## src/rtl/alu4_pkg.sv

```systemverilog
// Shared definitions for the 4-bit slice sequencer: FSM state encoding,
// slice nibble width and the slice function-select codes used by callers.
package alu4_pkg;

    localparam int ALU_NIB_W = 4;

    // Sequencer FSM states.
    typedef enum logic [1:0] {
        ST_IDLE = 2'd0,
        ST_RUN  = 2'd1,
        ST_DONE = 2'd2
    } alu4_state_e;

    // Slice function selects (interpretation depends on the mode bit).
    localparam logic [3:0] S_ADD = 4'h9;   // arithmetic: A plus B plus carry
    localparam logic [3:0] S_XOR = 4'h6;   // logic: A xor B

endpackage

```

## src/rtl/alu4_nib_sreg.sv

```systemverilog
// Operand/result register for the sequencer: holds the latched W-bit
// operands, presents nibble idx of each to the slice while running, and
// writes the slice result back into nibble idx of the result register.
module alu4_nib_sreg
    import alu4_pkg::*;
#(
    parameter int NIBBLES = 4,
    parameter int W       = ALU_NIB_W * NIBBLES,
    parameter int IDX_W   = 2
) (
    input  logic                 clk,
    input  logic                 rst,
    input  logic                 load,
    input  logic [W-1:0]         a_in,
    input  logic [W-1:0]         b_in,
    input  logic [IDX_W-1:0]     idx,
    input  logic                 run,
    input  logic [ALU_NIB_W-1:0] y_nib,
    output logic [ALU_NIB_W-1:0] nib_a,
    output logic [ALU_NIB_W-1:0] nib_b,
    output logic [W-1:0]         y,
    output logic [W-1:0]         y_next
);

    logic [W-1:0] a_q;
    logic [W-1:0] b_q;
    logic [W-1:0] y_q;

    // Nibble select toward the slice (zero outside RUN) and result merge.
    always_comb begin
        nib_a  = '0;
        nib_b  = '0;
        y_next = y_q;
        for (int i = 0; i < NIBBLES; i++) begin
            if (run && (idx == IDX_W'(i))) begin
                nib_a = a_q[i*ALU_NIB_W +: ALU_NIB_W];
                nib_b = b_q[i*ALU_NIB_W +: ALU_NIB_W];
                y_next[i*ALU_NIB_W +: ALU_NIB_W] = y_nib;
            end
        end
    end

    // Operands latch on accept; result register tracks the merged value.
    always_ff @(posedge clk or posedge rst) begin
        if (rst) begin
            a_q <= '0;
            b_q <= '0;
            y_q <= '0;
        end else begin
            if (load) begin
                a_q <= a_in;
                b_q <= b_in;
            end
            y_q <= y_next;
        end
    end

    assign y = y_q;

endmodule

```

## src/rtl/alu4_seq_ctrl.sv

```systemverilog
// Multi-cycle sequencer driving one external combinational 4-bit ALU slice,
// LSB nibble first, rippling the active-low carry between nibbles.
// Optional feature macro: ALU4_SEQ_FLAGS_EN adds rsp_zero / rsp_sign.
//
// Handshakes: a transfer happens on a rising clk edge where valid and ready
// are both high; valid, once raised by the producer, holds its payload
// stable until that edge.
module alu4_seq_ctrl
    import alu4_pkg::*;
#(
    parameter int NIBBLES = 4
) (
    input  logic                      clk,
    input  logic                      rst,
    input  logic                      req_valid,
    output logic                      req_ready,
    input  logic [4*NIBBLES-1:0]      req_a,
    input  logic [4*NIBBLES-1:0]      req_b,
    input  logic [3:0]                req_s,
    input  logic                      req_m,
    input  logic                      req_cin,
    output logic                      rsp_valid,
    input  logic                      rsp_ready,
    output logic [4*NIBBLES-1:0]      rsp_y,
    output logic                      rsp_cout,
`ifdef ALU4_SEQ_FLAGS_EN
    output logic                      rsp_zero,
    output logic                      rsp_sign,
`endif
    output logic [3:0]                alu_a,
    output logic [3:0]                alu_b,
    output logic [3:0]                alu_s,
    output logic                      alu_m,
    output logic                      alu_cin_n,
    input  logic [3:0]                alu_y,
    input  logic                      alu_cout_n,
    output logic [1:0]                state_dbg
);

    localparam int W     = ALU_NIB_W * NIBBLES;
    localparam int IDX_W = (NIBBLES > 1) ? $clog2(NIBBLES) : 1;

    alu4_state_e      state;
    logic [IDX_W-1:0] idx;
    logic             carry_n;
    logic             accept;
    logic             last_nib;
    logic             run;
    logic [W-1:0]     y_next;

    assign accept   = req_valid && req_ready;
    assign run      = (state == ST_RUN);
    assign last_nib = (idx == IDX_W'(NIBBLES - 1));

    // Logic mode never presents a carry to the slice.
    assign alu_cin_n = (run && !alu_m) ? carry_n : 1'b1;
    assign state_dbg = state;

    alu4_nib_sreg #(
        .NIBBLES (NIBBLES),
        .W       (W),
        .IDX_W   (IDX_W)
    ) u_sreg (
        .clk    (clk),
        .rst    (rst),
        .load   (accept),
        .a_in   (req_a),
        .b_in   (req_b),
        .idx    (idx),
        .run    (run),
        .y_nib  (alu_y),
        .nib_a  (alu_a),
        .nib_b  (alu_b),
        .y      (rsp_y),
        .y_next (y_next)
    );

    // Sequencer FSM with its registered handshake, carry and status outputs.
    always_ff @(posedge clk or posedge rst) begin
        if (rst) begin
            state     <= ST_IDLE;
            idx       <= '0;
            carry_n   <= 1'b1;
            req_ready <= 1'b1;
            rsp_valid <= 1'b0;
            rsp_cout  <= 1'b0;
            alu_s     <= 4'h0;
            alu_m     <= 1'b0;
`ifdef ALU4_SEQ_FLAGS_EN
            rsp_zero  <= 1'b0;
            rsp_sign  <= 1'b0;
`endif
        end else begin
            case (state)
                ST_IDLE: begin
                    if (req_valid) begin
                        alu_s     <= req_s;
                        alu_m     <= req_m;
                        carry_n   <= ~req_cin;
                        idx       <= '0;
                        req_ready <= 1'b0;
                        state     <= ST_RUN;
                    end
                end
                ST_RUN: begin
                    // Slice carry-out is undefined in logic mode; keep ours.
                    if (!alu_m) begin
                        carry_n <= alu_cout_n;
                    end
                    if (last_nib) begin
                        idx       <= '0;
                        rsp_valid <= 1'b1;
                        rsp_cout  <= ~alu_m & ~alu_cout_n;
`ifdef ALU4_SEQ_FLAGS_EN
                        rsp_zero  <= (y_next == '0);
                        rsp_sign  <= y_next[W-1];
`endif
                        state     <= ST_DONE;
                    end else begin
                        idx <= idx + 1'b1;
                    end
                end
                ST_DONE: begin
                    if (rsp_ready) begin
                        rsp_valid <= 1'b0;
                        req_ready <= 1'b1;
                        state     <= ST_IDLE;
                    end
                end
                default: begin
                    state <= ST_IDLE;
                end
            endcase
        end
    end

endmodule

```

## config.mk

```make
export PLATFORM = sky130hd
export DESIGN_NAME = alu4_seq_ctrl
export DESIGN_NICKNAME = d
export VERILOG_FILES = /design/src/rtl/alu4_pkg.sv /design/src/rtl/alu4_nib_sreg.sv /design/src/rtl/alu4_seq_ctrl.sv
export SDC_FILE = /design/constraint.sdc
export NUM_CORES = 1
export LEC_CHECK = 0
export CORE_MARGIN = 5
export CORE_UTILIZATION = 42
export CTS_CLUSTER_SIZE = 40
export DETAILED_ROUTE_END_ITERATION = 10
export HOLD_SLACK_MARGIN = 0.08
export PLACE_DENSITY = 0.76
export SETUP_SLACK_MARGIN = 0.02
export SYNTH_ARGS = -nofsm -noshare
export SYNTH_HDL_FRONTEND = slang
export SYNTH_SLANG_ARGS = --single-unit
```

## constraint.sdc

```tcl
create_clock -name clk -period 1.7 [get_ports clk]
set_input_delay 0.17 -clock clk [delete_from_list [all_inputs] [get_ports clk]]
set_output_delay 0.17 -clock clk [all_outputs]
set_load 0.005 [all_outputs]
```

# Yosys cells after proc, flatten, opt, wreduce, memory -nomap -nowiden
# Cells that the tools add are included.
# Widths: inputs -> output; s select.
[word_totals] register_bits=61 output_inout_bits=35 wordCells=72
[classes] n_addsub=1 eq_ne=9 muxes=25 bitwise=4 n_reduce_logical=19
[op_table] operator="$mux 4" count=8
[op_table] operator="$reduce_and 3->1" count=4
[op_table] operator="$mux 2" count=5
[op_table] operator="$ne 2x2->1 const B" count=4
[op_table] operator="$mux 1" count=7
[op_table] operator="$eq 2x2->1 const B" count=3
[op_table] operator="$logic_and 1x1->1" count=6
[op_table] operator="$pmux 1 s2" count=3
[op_table] operator="$pmux 2 s3" count=1
[op_table] operator="$reduce_and 2->1" count=3
[op_table] operator="$reduce_bool 2->1" count=3
[op_table] operator="$eq 2x1->1 const B" count=2
[op_table] operator="$logic_not 2->1" count=2
[op_table] operator="$pmux 2 s2" count=1
[op_table] operator="$not 1->1" count=3
[op_table] operator="$add 2x1->2 const B" count=1
[op_table] operator="$and 1x1->1" count=1
[op_table] operator="$logic_not 1->1" count=1

# Longest topological paths before layout
# Gate-level depths: netlist (run 1).
[logic_depth] word_depth=6 ltp_mapped=7 mapped_depth_nobuf=5

# By module
# From an unflattened synthesis (run 1), not the netlist that was laid out.
[unflattened] cells_unflattened=183 area_unflattened_um2=2640.0
[modules_own_cells] module="alu4_nib_sreg" n_inst=1 cells_per_inst=134 area_per_inst_um2=2035.7 seq_area_each_um2=1201.2
[modules_own_cells] module="alu4_seq_ctrl" n_inst=1 cells_per_inst=49 area_per_inst_um2=604.3 seq_area_each_um2=327.8

# Worst setup path after synthesis (run 1)
# Ideal clock, no wire load.
[synth_path] kind="register -> output" startpoint="register idx[1]" endpoint="output port alu_a[0]" arrival_ns=1.376 required_ns=1.530 path_slack_ns=0.154 stages_incl_launch_ff=8 n_path_buf=2 cell_sequence="dfrtp_1 > inv_1 > ha_1 > buf_2 > nor4bb_1 > buf_2 > a2bb2oi_1 > o2bb2ai_1"
[synth_between] elab_chain_len=6
[synth_lines] item="start: declaration" line_no="alu4_seq_ctrl.sv:44" source="logic [IDX_W-1:0] idx;"
[synth_lines] item="start signal: assignment" line_no="alu4_seq_ctrl.sv:120" source="idx <= idx + 1'b1;"
[synth_lines] item="$logic_not 2->1" line_no="alu4_nib_sreg.sv:35" source="if (run && (idx == IDX_W'(i))) begin"
[synth_lines] item="$logic_and 1x1->1" line_no="alu4_nib_sreg.sv:35"
[synth_lines] item="$mux 4 (3 in series)" line_no="alu4_nib_sreg.sv:35"
[synth_lines] item="$mux 4 *" line_no="alu4_nib_sreg.sv:35"
[synth_lines] item="end: declaration" line_no="alu4_seq_ctrl.sv:30" source="output logic [3:0] alu_a,"
# Mark *: on every way between the ends. The rest lies on a longest branch, timed or not.

# Worst setup path after layout (run 1)
[layout_path] startpoint="register idx[0]" endpoint="output port alu_b[3]"
[layout_between] elab_chain_len=6
[layout_lines] item="$logic_not 2->1" line_no="alu4_nib_sreg.sv:35"
[layout_lines] item="$logic_and 1x1->1" line_no="alu4_nib_sreg.sv:35"
[layout_lines] item="$mux 4 (3 in series)" line_no="alu4_nib_sreg.sv:35"
[layout_lines] item="$mux 4 *" line_no="alu4_nib_sreg.sv:35"
[layout_lines] item="end: declaration" line_no="alu4_seq_ctrl.sv:31" source="output logic [3:0] alu_b,"
# Marks and branches as above.

==> results of run 1 <==
[layout by cell type (no fill, tap or decap), types with 3 or more instances in the layout]
| cell type | netlist | layout |
|---|---|---|
| clkdlybuf4s50_1 | 0 | 71 |
| dfrtp_1 | 59 | 57 |
| mux2_2 | 49 | 49 |
| buf_4 | 1 | 27 |
| clkbuf_8 | 0 | 13 |
| a21oi_1 | 11 | 11 |
| buf_2 | 10 | 8 |
| o21ai_1 | 0 | 6 |
| a2bb2oi_1 | 8 | 5 |
| o2bb2ai_1 | 8 | 5 |
| buf_6 | 1 | 5 |
| nand2_1 | 4 | 4 |
| mux2_1 | 4 | 4 |
| o21ai_0 | 10 | 4 |
| buf_12 | 0 | 4 |
| inv_2 | 0 | 3 |
| a2bb2oi_2 | 0 | 3 |
| o2bb2ai_2 | 0 | 3 |
| ha_4 | 0 | 3 |
[cells by family after synthesis]
family	synth area share
adder cells (fa/ha/maj)	0.0185
multiplexers	0.220
AND/OR/NAND/NOR	0.0549
flip-flops	0.564
AO/OA/AOI/OAI	0.110
buffers and inverters	0.0323
[worst max-delay path, cell delays in order, from the launching register on]
cell	delay [ns]
dfrtp_2	0.44
ha_4	0.19
nor4bb_4	0.27
buf_4	0.19
buf_6	0.11
buf_6	0.09
a2bb2oi_2	0.05
o2bb2ai_2	0.10
buf_2	0.12
[timing repair]
item,in CTS,in global routing
setup endpoints to repair,9,18
pin swaps,12,5
gates resized for setup,45,24
setup buffers,9,5
[layer usage]
| metal | track usage | vias to the layer above | routed length (um) |
|---|---|---|---|
| li1 | - | 956 | - |
| met1 | 0.226 | 1037 | 3060 |
| met2 | 0.279 | 55 | 3600 |
| met3 | 0.0492 | 13 | 275 |
| met4 | 0.0856 | 0 | 162 |
| met5 | 0 | - | 0 |
[final timing paths]
kind                                    from            to  slack, ns  depth (start not counted)
worst max-delay path                  idx[0]      alu_b[3]      -0.38                          8
worst min-delay path                     rst  u_sreg.y[12]       0.15                          2
worst max register to register  state_dbg[1]  u_sreg.y[15]      -0.11                          7
worst min register to register   u_sreg.y[7]   u_sreg.y[7]       0.49                          1
max in group asynchronous                rst     req_ready       0.99                          3
min in group clk                    req_s[3]      alu_s[3]       0.43                          2
[area by class of cell]
cell class / count / area share
Sequential cell: 61 / 0.365
Multi-Input combinational cell: 119 / 0.285
Timing Repair Buffer: 117 / 0.263
Clock buffer: 13 / 0.0427
Tap cell: 77 / 0.0230
Clock inverter: 3 / 0.0155
Inverter: 5 / 0.00448
[power by group through the flow]
stage / Combinational (mW) / Sequential [mW] / Clock, mW
finish: 3.76 / 2.63 / 1.54
CTS: 3.50 / 2.59 / 1.56
global placement: 3.31 / 2.59 / 0
detailed placement: 3.38 / 2.61 / 0
floorplan: 1.74 / 2.54 / 0
global route: 4.05 / 2.72 / 1.63
[sequential cells by signal, summed over array words and instances, names as in the netlist]
name / count
u_sreg.a_q: 16
u_sreg.b_q: 16
u_sreg.y: 16
alu_s: 4
idx: 2
state_dbg: 2
alu_m: 1
carry_n: 1
req_ready: 1
rsp_cout: 1
rsp_valid: 1
[through the flow]
stage | setup slack [ns] | instance area (um^2) | utilization | hold slack [ns]
after CTS | -0.377 | 4080 | 0.646 | 0.150
after detailed placement | -0.346 | 3760 | 0.596 | 0.481
after global placement | -0.293 | 3760 | 0.596 | 0.479
after floorplan | 0.0203 | 2710 | - | 0.267
after global routing | -0.472 | 4190 | 0.664 | 0.188
final | -0.384 | 4190 | 0.664 | 0.148
==> impl_metrics.csv, run 1 <==
group,metric,value,unit
outcome,status,"finished, violations left",
timing,hold_violations,0,
timing,setup_slack,-0.384,ns
floorplan,start_util,0.429,
clocking,cts_root_buf,"clkbuf_8",
yosys,async_flop_share,1.00,
place,place_congestion,0.755,
clocking,cts-hold-fix-buffers,0,
power_and_ir_drop,pwr-share-comb,0.474,
worst_setup_path,arrival,1.91,ns
yosys,yosysTopAreaCellShare,0.545,
power_and_ir_drop,leakagePower,1.84,nW
clocking,insertion_delay,0.34,ns
floorplan,rows,29,
yosys,syn_area_per_cell,13.8,um^2
yosys,synth_top_cells_by_area,"dfrtp_1 54%, mux2_2 20%, a2bb2oi_1 2.6%",
detailed_routing,wl_per_cell,18.0,um
yosys,synth_cell_types,29,
global_routing,first_global_vias,2189,
timing,rsz0062_at_grt,"true",
finish,final_cell_count_no_fill,395,
finish,area_growth,54.6,%
yosys,synth_common_cells,"59 x dfrtp_1, 49 x mux2_2, 11 x a21oi_1",
detailed_routing,viasPerCell,5.22,
floorplan,die_y,90.3,um
floorplan,dieArea,8160,um^2
detailed_routing,via_count,2061,
global_routing,grt_max_degree,33,
finish,drive_above_1_share,0.421,
yosys,syn-num-nets,248,
timing,setup_tns,-3.17,ns
detailed_routing,dr.first_iter.drc_count,77,
place,dp_cells,365,
global_routing,grt_usage,0.178,
power_and_ir_drop,p_clk_frac,0.194,
yosys,synth_edf_count,0,
finish,multiInputGateArea,1200,um^2
clocking,htree_levels,3,
worst_setup_path,crit_required,1.53,ns
detailed_routing,first_pass_iters,4,
power_and_ir_drop,vdd_drop_max,0.00115,V
timing,relSlewSlack,0.695,
timing,finalMaxSlewViolations,0,
global_routing,grt_pass1_wl,11.3,mm
timing,fmax,0.480,GHz
timing,setup_viol,12,
power_and_ir_drop,finalPower,7.93,mW
power_and_ir_drop,p_per_area,1890,nW/um^2
job,maxCapViolations,0,
yosys,yosysSeqAreaShare,0.564,
timing,fin_crit,2.08,ns
floorplan,die_w,90.3,um
worst_setup_path,path_class,"reg2out",
floorplan,io_pins,82,
power_and_ir_drop,seqPwrFrac,0.332,
yosys,synth_cells,197,
finish,layout.nets,364,
clocking,cts_tree,"done",
yosys,synth_warnings,0,
clocking,clk_pin_slew,0.07,ns
yosys,synth_area,2710,um^2
finish,diodes,0,
power_and_ir_drop,switching_share,0.306,
global_routing,antenna_found_initial,0,
place,place_hpwl,4.84,mm
worst_setup_path,path_max_fanout,4,
detailed_routing,drc,0,
yosys,ys.flop_type,"dfrtp_1",
finish,nFillCells,472,
floorplan,core,6310,um^2
place,port_buffers,81,
global_routing,overflow,0,
timing,worstMarginPinSlew,0.456,ns
clocking,clock_sinks,61,
yosys,yosysTopAreaCell,"dfrtp_1",
clocking,numCtsBuffers,9,
detailed_routing,ant_nets,0,
timing,min_period_over_period,1.23,
worst_setup_path,worst_setup_path_end_kind,"output port",
power_and_ir_drop,p_int,5.50,mW
timing,clock_skew,0.00635,ns
power_and_ir_drop,p_sw,2.43,mW
worst_setup_path,startpoint_type,"flop",
finish,seq_area,1530,um^2
yosys,synth.most_common_cell,"dfrtp_1",
detailed_routing,wl,7.10,mm
outcome,violations,"setup timing",
clocking,clk_path_buf_depth,2,
worst_hold_path,hp-class,"in2async",
yosys,ys_ff_latch,61,
Note: power is estimated with default switching activity, not from simulation.
==> inputs of run 2 (changes only) <==
- GPL_ROUTABILITY_DRIVEN: not set -> 0
==> results of run 2 <==
The final DEF is identical to that of run 1; final timing and power are the same.
